===== config.mk =====
export PLATFORM = sky130hd
export DESIGN_NAME = elbeth_ras
export DESIGN_NICKNAME = d
export VERILOG_FILES = /design/src/rtl/elbeth_ras.sv
export SDC_FILE = /design/constraint.sdc
export NUM_CORES = 1
export LEC_CHECK = 0
export CAP_MARGIN = 20
export CORE_MARGIN = 5
export CORE_UTILIZATION = 63
export DETAILED_ROUTE_END_ITERATION = 8
export GPL_TIMING_DRIVEN = 0
export PLACE_DENSITY = 0.95
export SYNTH_ARGS = -nofsm -noshare
export SYNTH_HDL_FRONTEND = slang
export SYNTH_SLANG_ARGS = --single-unit

===== constraint.sdc =====
create_clock -name clk -period 6.4 [get_ports clk]
set_clock_uncertainty 0.15 [all_clocks]
set_input_delay 1.92 -clock clk [delete_from_list [all_inputs] [get_ports clk]]
set_output_delay 1.92 -clock clk [all_outputs]
set_load 0.05 [all_outputs]

===== src/rtl/elbeth_ras.sv =====
// Return-address stack for the ELBETH fetch stage: circular buffer of link addresses.
// Optional per-event statistics counters are enabled with `define ELBETH_RAS_STATS_EN.
module elbeth_ras #(
    parameter int DEPTH = 8,
    parameter int PTR_W = 3
) (
    input  logic             clk,
    input  logic             rst_n,
    input  logic             flush_i,
    input  logic             push_i,
    input  logic [31:0]      push_pc_i,
    input  logic             pop_i,
`ifdef ELBETH_RAS_STATS_EN
    output logic [15:0]      push_cnt_o,
    output logic [15:0]      pop_cnt_o,
    output logic [15:0]      ovf_cnt_o,
`endif
    output logic [31:0]      top_o,
    output logic             top_valid_o,
    output logic [PTR_W:0]   count_o,
    output logic             overflow_o,
    output logic             underflow_o
);

    localparam logic [PTR_W-1:0] PTR_ONE = 1;
    localparam logic [PTR_W:0]   CNT_ONE = 1;
    localparam logic [PTR_W:0]   CNT_FULL = (PTR_W + 1)'(DEPTH);

    logic [31:0]      mem [DEPTH];
    logic [PTR_W-1:0] tos, tos_prev, next_tos;
    logic [PTR_W:0]   count, next_count;
    logic             next_ovf, next_unf;
    logic             we;
    logic [PTR_W-1:0] waddr;
    logic [31:0]      link;

    assign link     = push_pc_i + 32'd4;
    assign tos_prev = tos - PTR_ONE;

    assign top_valid_o = (count != '0);
    assign top_o       = top_valid_o ? mem[tos_prev] : 32'h0;
    assign count_o     = count;

    always_comb begin
        // NOTE: every signal gets a default first so no path can infer a latch.
        next_tos   = tos;
        next_count = count;
        next_ovf   = 1'b0;
        next_unf   = 1'b0;
        we         = 1'b0;
        waddr      = tos;
        if (flush_i) begin
            next_tos   = '0;
            next_count = '0;
        end else if (push_i && pop_i) begin
            we = 1'b1;
            if (count != '0) begin
                // Tail call: the return's slot is reused for the new link.
                waddr = tos_prev;
            end else begin
                next_tos   = tos + PTR_ONE;
                next_count = CNT_ONE;
            end
        end else if (push_i) begin
            we       = 1'b1;
            next_tos = tos + PTR_ONE;
            if (count == CNT_FULL) next_ovf = 1'b1;
            else                   next_count = count + CNT_ONE;
        end else if (pop_i) begin
            if (count != '0) begin
                next_tos   = tos_prev;
                next_count = count - CNT_ONE;
            end else begin
                next_unf = 1'b1;
            end
        end
    end

    // NOTE: sequential state uses non-blocking assignments so all flops update together.
    always_ff @(posedge clk or negedge rst_n) begin
        if (!rst_n) begin
            tos         <= '0;
            count       <= '0;
            overflow_o  <= 1'b0;
            underflow_o <= 1'b0;
        end else begin
            tos         <= next_tos;
            count       <= next_count;
            overflow_o  <= next_ovf;
            underflow_o <= next_unf;
        end
    end

    // NOTE: the entry array has no reset; liveness is tracked by count alone.
    always_ff @(posedge clk) begin
        if (we) mem[waddr] <= link;
    end

`ifdef ELBETH_RAS_STATS_EN
    logic push_acc, pop_ok;

    assign push_acc = !flush_i && push_i;
    assign pop_ok   = !flush_i && pop_i && !push_i && (count != '0);

    function automatic logic [15:0] sat_inc(input logic [15:0] v);
        return (v == 16'hFFFF) ? v : v + 16'd1;
    endfunction

    // Statistics survive flushes; only reset clears them.
    always_ff @(posedge clk or negedge rst_n) begin
        if (!rst_n) begin
            push_cnt_o <= '0;
            pop_cnt_o  <= '0;
            ovf_cnt_o  <= '0;
        end else begin
            if (push_acc) push_cnt_o <= sat_inc(push_cnt_o);
            if (pop_ok)   pop_cnt_o  <= sat_inc(pop_cnt_o);
            if (next_ovf) ovf_cnt_o  <= sat_inc(ovf_cnt_o);
        end
    end
`endif

endmodule


==> impl_results.md, run 1 <==
* Synthesized net count at about 600
* Max Slew Vio Count at 0
* Comb power frac at 49.8%
* Filler cells at 831
* TNS Setup at 0 ns
* Share of cells above drive strength 1 at approximately 22%
* Drt drc at 0
* Worst R2R Setup Slack at between 2 and 2.5 ns
* Vias after detailed routing at 6314
* Grt total ovfl at 0
* Max-Slew Margin vs Limit at 46.28%
* Top cells by count, synth: edfxtp_1 (256), mux4_2 (64), a22o_1 (32)
* DRT Pass-1 Iters at 7
* Synth top area share at a little over two thirds
* DR iter-0 viols at 1002
* YS warnings at 0
* Sw Ratio at 40.62%
* H-tree levels at 1
* Yosys reg bits at 265
* Initial antenna violation count at 0
* Routability-driven placement congestion ratio at 0.7969
* Clock group share of total power at roughly a fifth
* Avg Cell Area, Syn at 19.98 um2
* Seq/Total Area, Yosys at 72.52%
* P_int at 4.456 mW
* Worst Setup End Kind: output pin
* IO Pins at 76
* Postcts setup bufs at 0
* Hold Crit Depth at 3
* CTS root buffer: clkbuf_16
* Hold-fix buffers, CTS at 0
* DIE AREA at ~20000 um2
* Top-count cell post-synth: edfxtp_1
* Largest net degree at the start of global routing at 23
* Clock sink total at 265
* EDFF count, synth at 256
* Post-DRT Antenna Nets at 0
* DP Wirelength at 15900 um
* PwrDens at 572.6 nW/um2
* Psw at 3.048 mW
* Critical R2R Capture: mem[1][16]$_DFFE_PP_
* Max VDD drop at roughly 450 uV
* Mapped Cells at 546
* Max Cap Viol at 0
* Die Wd at 141.6 um
* Critical Setup Path Class: register to output pin
* Worst reg2reg startpoint: tos[0]$_DFFE_PN0P_
* CP Launch Type: register
* Period utilization at 96.27%
* Hold slack at 0.5866 ns
* Clk_lat worst skew at 0.52 ns
* Worst-path maximum fanout at 10
* GRT Util Overall at between 20% and 30%
* CTS Buffer Depth at 3
* Row count at 48
* Global-route wire length before repair at about 41000 um
* WL final at 27450 um
* Largest cells by area after synthesis: edfxtp_1 (70%), mux4_2 (13%), a22o_1 (2.6%)
* Vias/cell at 7.000
* Post-synth top flop: edfxtp_1
* Area leader, netlist: edfxtp_1
* Antenna diodes at 0
* Outcome: completed
* Slew @ Worst Pin at 0.8041 ns
* RSZ-0062 raised after global routing: false
* Hold wc startpoint: tos[2]$_DFFE_PN0P_
* Sequential Power Share at between 20% and 30%
* IO buf count at 75
* Fin util at roughly three quarters
* Min cycle time layout at 6.161 ns
* Pleak at 4.252 nW
* Clock buffer count from CTS at 26
* P&R area growth vs syn at 20.14%
* Max Fclk at 162.3 MHz
* PostCTS Resize Cnt at 0
* Initial cell density of the core at 63.74%
* CORE AREA at 17120 um2
* Worst min path class: register to register
* R2r worst-path depth at 10
* Final Hold Viols at 0
* Asr flop ratio synth at 3.396%
* CTS clk-pin slew, worst paths at 0.06 ns
* Required time of the critical path at 4.33 ns
* CTS tree: done
* Final cell count without fillers at 902
* Nets at 700
* Die Ht at approximately 140 um
* Vias in the first global route at 6478
* Final setup fails at 0
* Hold Path End: tos[2]$_DFFE_PN0P_
* Mapped Area at 10910 um2
* DP Cell Count at between 800 and 900
* Critical Path AT at 4.09 ns
* Cell variety after synth at 47
* WL per Instance at 30.43 um
## cell usage in the layout (no fill, tap or decap), types with 4 or more instances in the layout
| master | n |
|---|---|
| a22o_1 | 32 |
| and3_1 | 4 |
| buf_16 | 5 |
| buf_2 | 9 |
| buf_4 | 7 |
| bufinv_16 | 5 |
| clkbuf_1 | 11 |
| clkbuf_16 | 27 |
| clkbuf_2 | 6 |
| clkdlybuf4s50_1 | 75 |
| clkinv_1 | 5 |
| dfrtp_1 | 9 |
| edfxtp_1 | 256 |
| ha_1 | 5 |
| inv_1 | 7 |
| mux4_2 | 64 |
| nand2_1 | 9 |
| nand2b_1 | 4 |
| nand3_1 | 14 |
| nand4_1 | 10 |
| nor2_1 | 17 |
| nor2_4 | 6 |
| xnor2_1 | 21 |
| xor2_1 | 13 |
## cells by family (layout without fill, tap and decap cells)
group	after synthesis	in the layout	share of synthesized area, %
compound gates	48	48	3.933
xor+xnor	36	36	3.028
fa+ha+maj	6	6	0.7569
buf+inv	35	166	1.617
flops	265	265	72.52
mux	69	69	13.69
simple gates	87	87	4.450
## routing by layer
layer / track usage, % / vias up / wire (um)
li1: - / 2478 / -
met1: 39.43 / 3253 / 10220
met4: 11.31 / 0 / 1122
met3: 4.213 / 93 / 2531
met2: 44.91 / 490 / 13570
met5: 0 / - / 0
## worst max-delay path, cell delays in order, from the launching register on
cell and delay (ns):
dfrtp_1 0.46, buf_4 0.28, buf_4 0.29, inv_1 0.07, ha_1 0.27, clkbuf_1 0.36
clkbuf_1 0.50, mux4_2 0.39, a22o_1 0.22, clkdlybuf4s50_1 0.71
## layout make-up
cell class | instances | area, um2 | area share [%]
multi-input combinational | 246 | 2882 | 21.98
clock buffer | 33 | 698.2 | 5.326
sequential | 265 | 7913 | 60.37
inverter | 7 | 26.28 | 0.2005
buffer | 28 | 157.7 | 1.203
timing repair buffer | 83 | 948.4 | 7.236
tap | 225 | 281.5 | 2.148
clock inverter | 15 | 201.4 | 1.537
## metrics by stage
| stage | total power [mW] | setup slack [ns] | cell area [um2] |
|---|---|---|---|
| floorplan | 4.657 | 1.711 | 10910 |
| global route | 7.740 | 0.03178 | 13110 |
| finish | 7.505 | 0.2386 | 13110 |
| detailed placement | 5.840 | 0.6341 | 12200 |
| global placement | 5.691 | -0.2641 | 11940 |
| CTS | 7.497 | 0.0009535 | 13100 |
## state kept, by name (all words and copies together), names as in the netlist
register     cells
underflow_o      1
mem            256
overflow_o       1
tos              3
count_o          4
## worst max-delay path by stage
stage	slack [ns]	from	end
final	0.24	tos[0]$_DFFE_PN0P_	top_o[28]
after global routing	0.03	tos[0]$_DFFE_PN0P_	top_o[28]
after CTS	0.001	tos[0]$_DFFE_PN0P_	top_o[31]
after detailed placement	0.63	tos[0]$_DFFE_PN0P_	top_o[30]
after global placement	-0.26	flush_i	mem[0][16]$_DFFE_PP_
after floorplan	1.71	flush_i	mem[1][0]$_DFFE_PP_
## power by group through the flow
stage	Clock, mW	Sequential (mW)	Combinational, mW
2_1_floorplan	0	2.21	2.45
3_3_place_gp	0	2.18	3.51
3_5_place_dp	0	2.18	3.66
4_1_cts	1.61	2.15	3.73
5_1_grt	1.70	2.16	3.87
6_report	1.61	2.16	3.74
Note: power is estimated with default switching activity, not from simulation.
==> run 2: changes to the inputs <==
--- a/config.mk
+++ b/config.mk
@@ -11,6 +11,7 @@
 export DETAILED_ROUTE_END_ITERATION = 8
 export GPL_TIMING_DRIVEN = 0
 export PLACE_DENSITY = 0.95
+export SKIP_LAST_GASP = 1
 export SYNTH_ARGS = -nofsm -noshare
 export SYNTH_HDL_FRONTEND = slang
 export SYNTH_SLANG_ARGS = --single-unit
==> results of run 2 <==
The final DEF is identical to that of run 1; final timing and power are the same.
==> run 3: changes to the inputs <==
--- a/config.mk
+++ b/config.mk
@@ -5,12 +5,13 @@
 export SDC_FILE = /design/constraint.sdc
 export NUM_CORES = 1
 export LEC_CHECK = 0
+export ABC_AREA = 1
 export CAP_MARGIN = 20
 export CORE_MARGIN = 5
-export CORE_UTILIZATION = 63
+export CORE_UTILIZATION = 59
 export DETAILED_ROUTE_END_ITERATION = 8
 export GPL_TIMING_DRIVEN = 0
-export PLACE_DENSITY = 0.95
+export PLACE_DENSITY = 0.9
 export SKIP_LAST_GASP = 1
 export SYNTH_ARGS = -nofsm -noshare
 export SYNTH_HDL_FRONTEND = slang
==> constraint.sdc (replaced) <==
create_clock -name clk -period 6.75 [get_ports clk]
set_clock_uncertainty 0.15 [all_clocks]
set_input_delay 2.025 -clock clk [delete_from_list [all_inputs] [get_ports clk]]
set_output_delay 2.025 -clock clk [all_outputs]
set_load 0.05 [all_outputs]
==> impl_results.md, run 3 <==
* Nets at 1213
* Worst path cell trace: inv_2 -> buf_6 -> buf_2 -> ha_1 -> buf_4 -> inv_1 -> clkbuf_1 -> o21ai_0 -> o22ai_1 -> nand2_1 -> o21ai_1 -> clkdlybuf4s50_1
* Largest register FFs at 256
* Most common cell after layout, fill and taps aside: edfxtp_1
* Hold Crit Depth at 2
* Row count at 51
* Seq/Total Area, Yosys at 68.13%
* Routability-driven placement congestion ratio at ~0.98
* Clk_lat worst skew at around 0.55 ns
* Filler cells at roughly 1200
* Worst Setup End Kind: output pin
* CTS root buffer: clkbuf_16
* Place WS at 1.029 ns
* Clock sink total at roughly 270
* DR iter-0 viols at 1408
* Cell variety after synth at 30
* Worst min path class: register to register
* Initial antenna violation count at 0
* Period utilization at 97.45%
* Vias/cell at 6.304
* Hold slack at 0.4897 ns
* Critical Setup Path Class: register to output pin
* Vias in the first global route at 9080
* Final WS setup at about 0.17 ns
* Max Cap Viol at 0
* RSZ-0062 raised after global routing: false
* IO buf count at 75
* DIE AREA at 22590 um2
* Mapped Cells at 1058
* Die Ht at 150.3 um
* Mapped Area at 11610 um2
* H-tree levels at 1
* Top-count cell post-synth: edfxtp_1
* Worst-path maximum fanout at 10
* CTS clk-pin slew, worst paths at ~0.070 ns
* Commonest cells after routing, fill and taps aside: edfxtp_1 (256), nor2_1 (221), nand2_1 (156)
* Area leader, netlist: edfxtp_1
* Final setup fails at 0
* Hold-fix buffers, CTS at 0
* DRT Pass-1 Iters at 6
* Vias after detailed routing at 9160
* Post-synth top flop: edfxtp_1
* YS warnings at 0
* Multi-input gate area at roughly 3300 um2
* Asr flop ratio synth at between 3 and 4%
* TNS Setup at 0 ns
* Crit path to: top_o[6]
* Yosys reg bits at 265
* Critical R2R Capture: mem[0][5]$_DFFE_PP_
* Worst R2R Setup Slack at 3.10 ns
* Global-route wire length before repair at roughly 50000 um
* R2r worst-path depth at 11
* Worst reg2reg startpoint: tos[0]$_DFFE_PN0P_
* Outcome: completed
* Seq. cell area at 7913 um2
* Post-DRT Antenna Nets at 0
* CP Launch Type: register
* Drt drc at 0
* Top cells by count, synth: edfxtp_1 (256), nor2_1 (229), nand2_1 (156)
* Most flops, register: mem
* Post-DP Area at approximately 13000 um2
* Max Slew Vio Count at 0
* Share of cells above drive strength 1 at 8.586%
* CTS Buffer Depth at 3
* Synthesized net count at 1101
* WL per Instance at 22.10 um
* IO Pins at 76
* Min cycle time layout at 6.578 ns
* Grt total ovfl at 0
* Required time of the critical path at 4.58 ns
* Largest cells by area after synthesis: edfxtp_1 (66%), nor2_1 (7.4%), nand2_1 (5.0%)
* Avg Cell Area, Syn at 10.98 um2
* Max Fclk at 152.0 MHz
* DP Wirelength at 19870 um
* Initial cell density of the core at ~60%
* WL final at 32110 um
* Worst setup startpoint: tos[0]$_DFFE_PN0P_
* P&R area growth vs syn at 18.92%
* Synth top area share at 66.19%
* Slew @ Worst Pin at 0.7325 ns
* Final Hold Viols at 0
* GRT Util Overall at 28.48%
* Largest net degree at the start of global routing at 25
* Critical Path AT at 4.40 ns
* Clock buffer count from CTS at 27
* CORE AREA at 19400 um2
* EDFF count, synth at between 200 and 300
* Die Wd at 150.3 um
* Antenna diodes at 0
* CP peak stage delay at about 0.88 ns
* Final Cell Area at 13810 um2
* Max-Slew Margin vs Limit at 51.17%
* Postcts setup bufs at 0
* PostCTS Resize Cnt at 0
* Slowest cell on crit path: clkdlybuf4s50_1
* CTS tree: done
## run 3: cell families after synthesis
logic type,count (synthesis),share of synthesized area (%)
AOI/OAI and AO/OA,231,10.32
xor gates and xnor gates,19,1.433
DFF,265,68.13
adders and majority gates,6,0.7111
and+or+nand+nor,428,15.16
buffers and inverters,109,4.245
## run 3: per-stage QoR
stage | instances | utilization [%]
2_1_floorplan | 1058 | -
3_3_place_gp | 1398 | 65.45
3_5_place_dp | 1406 | 66.66
4_1_cts | 1453 | 71.19
5_1_grt | 1453 | 71.19
6_report | 1453 | 71.19
## run 3: layout make-up
cell class / count / area share (%)
well taps: 265 / 2.401
plain buffers: 49 / 1.939
flip-flops and latches: 265 / 57.29
repair buffers: 83 / 6.704
multi-input cells: 684 / 23.66
clock inverters: 16 / 1.368
clock buffers: 31 / 5.001
inverters: 60 / 1.631
## run 3: how the worst min path moves through the flow
stage	startpoint	to
2_1_floorplan	tos[1]$_DFFE_PN0P_	tos[1]$_DFFE_PN0P_
6_report	tos[2]$_DFFE_PN0P_	tos[2]$_DFFE_PN0P_
4_1_cts	tos[2]$_DFFE_PN0P_	tos[2]$_DFFE_PN0P_
3_5_place_dp	tos[2]$_DFFE_PN0P_	tos[2]$_DFFE_PN0P_
5_1_grt	count_o[0]$_DFFE_PN0P_	count_o[0]$_DFFE_PN0P_
3_3_place_gp	tos[1]$_DFFE_PN0P_	tos[1]$_DFFE_PN0P_
## run 3: critical path, delay by kind of cell (launching register included)
kind,cells,cell delay (ns)
buf+inv,7,2.32
compound gates,3,0.64
flops,1,0.51
fa+ha+maj,1,0.27
simple gates,1,0.11
## run 3: routing by layer
metal  routed length (um)  track usage [%]
met5                    0                0
met4                 1382            11.76
met3                 4311            5.148
met2                15730            49.02
met1                10690            35.79
Power of run 3 is not shown: default switching activity piles up to over one toggle a cycle in this logic, so the estimate is an artifact.
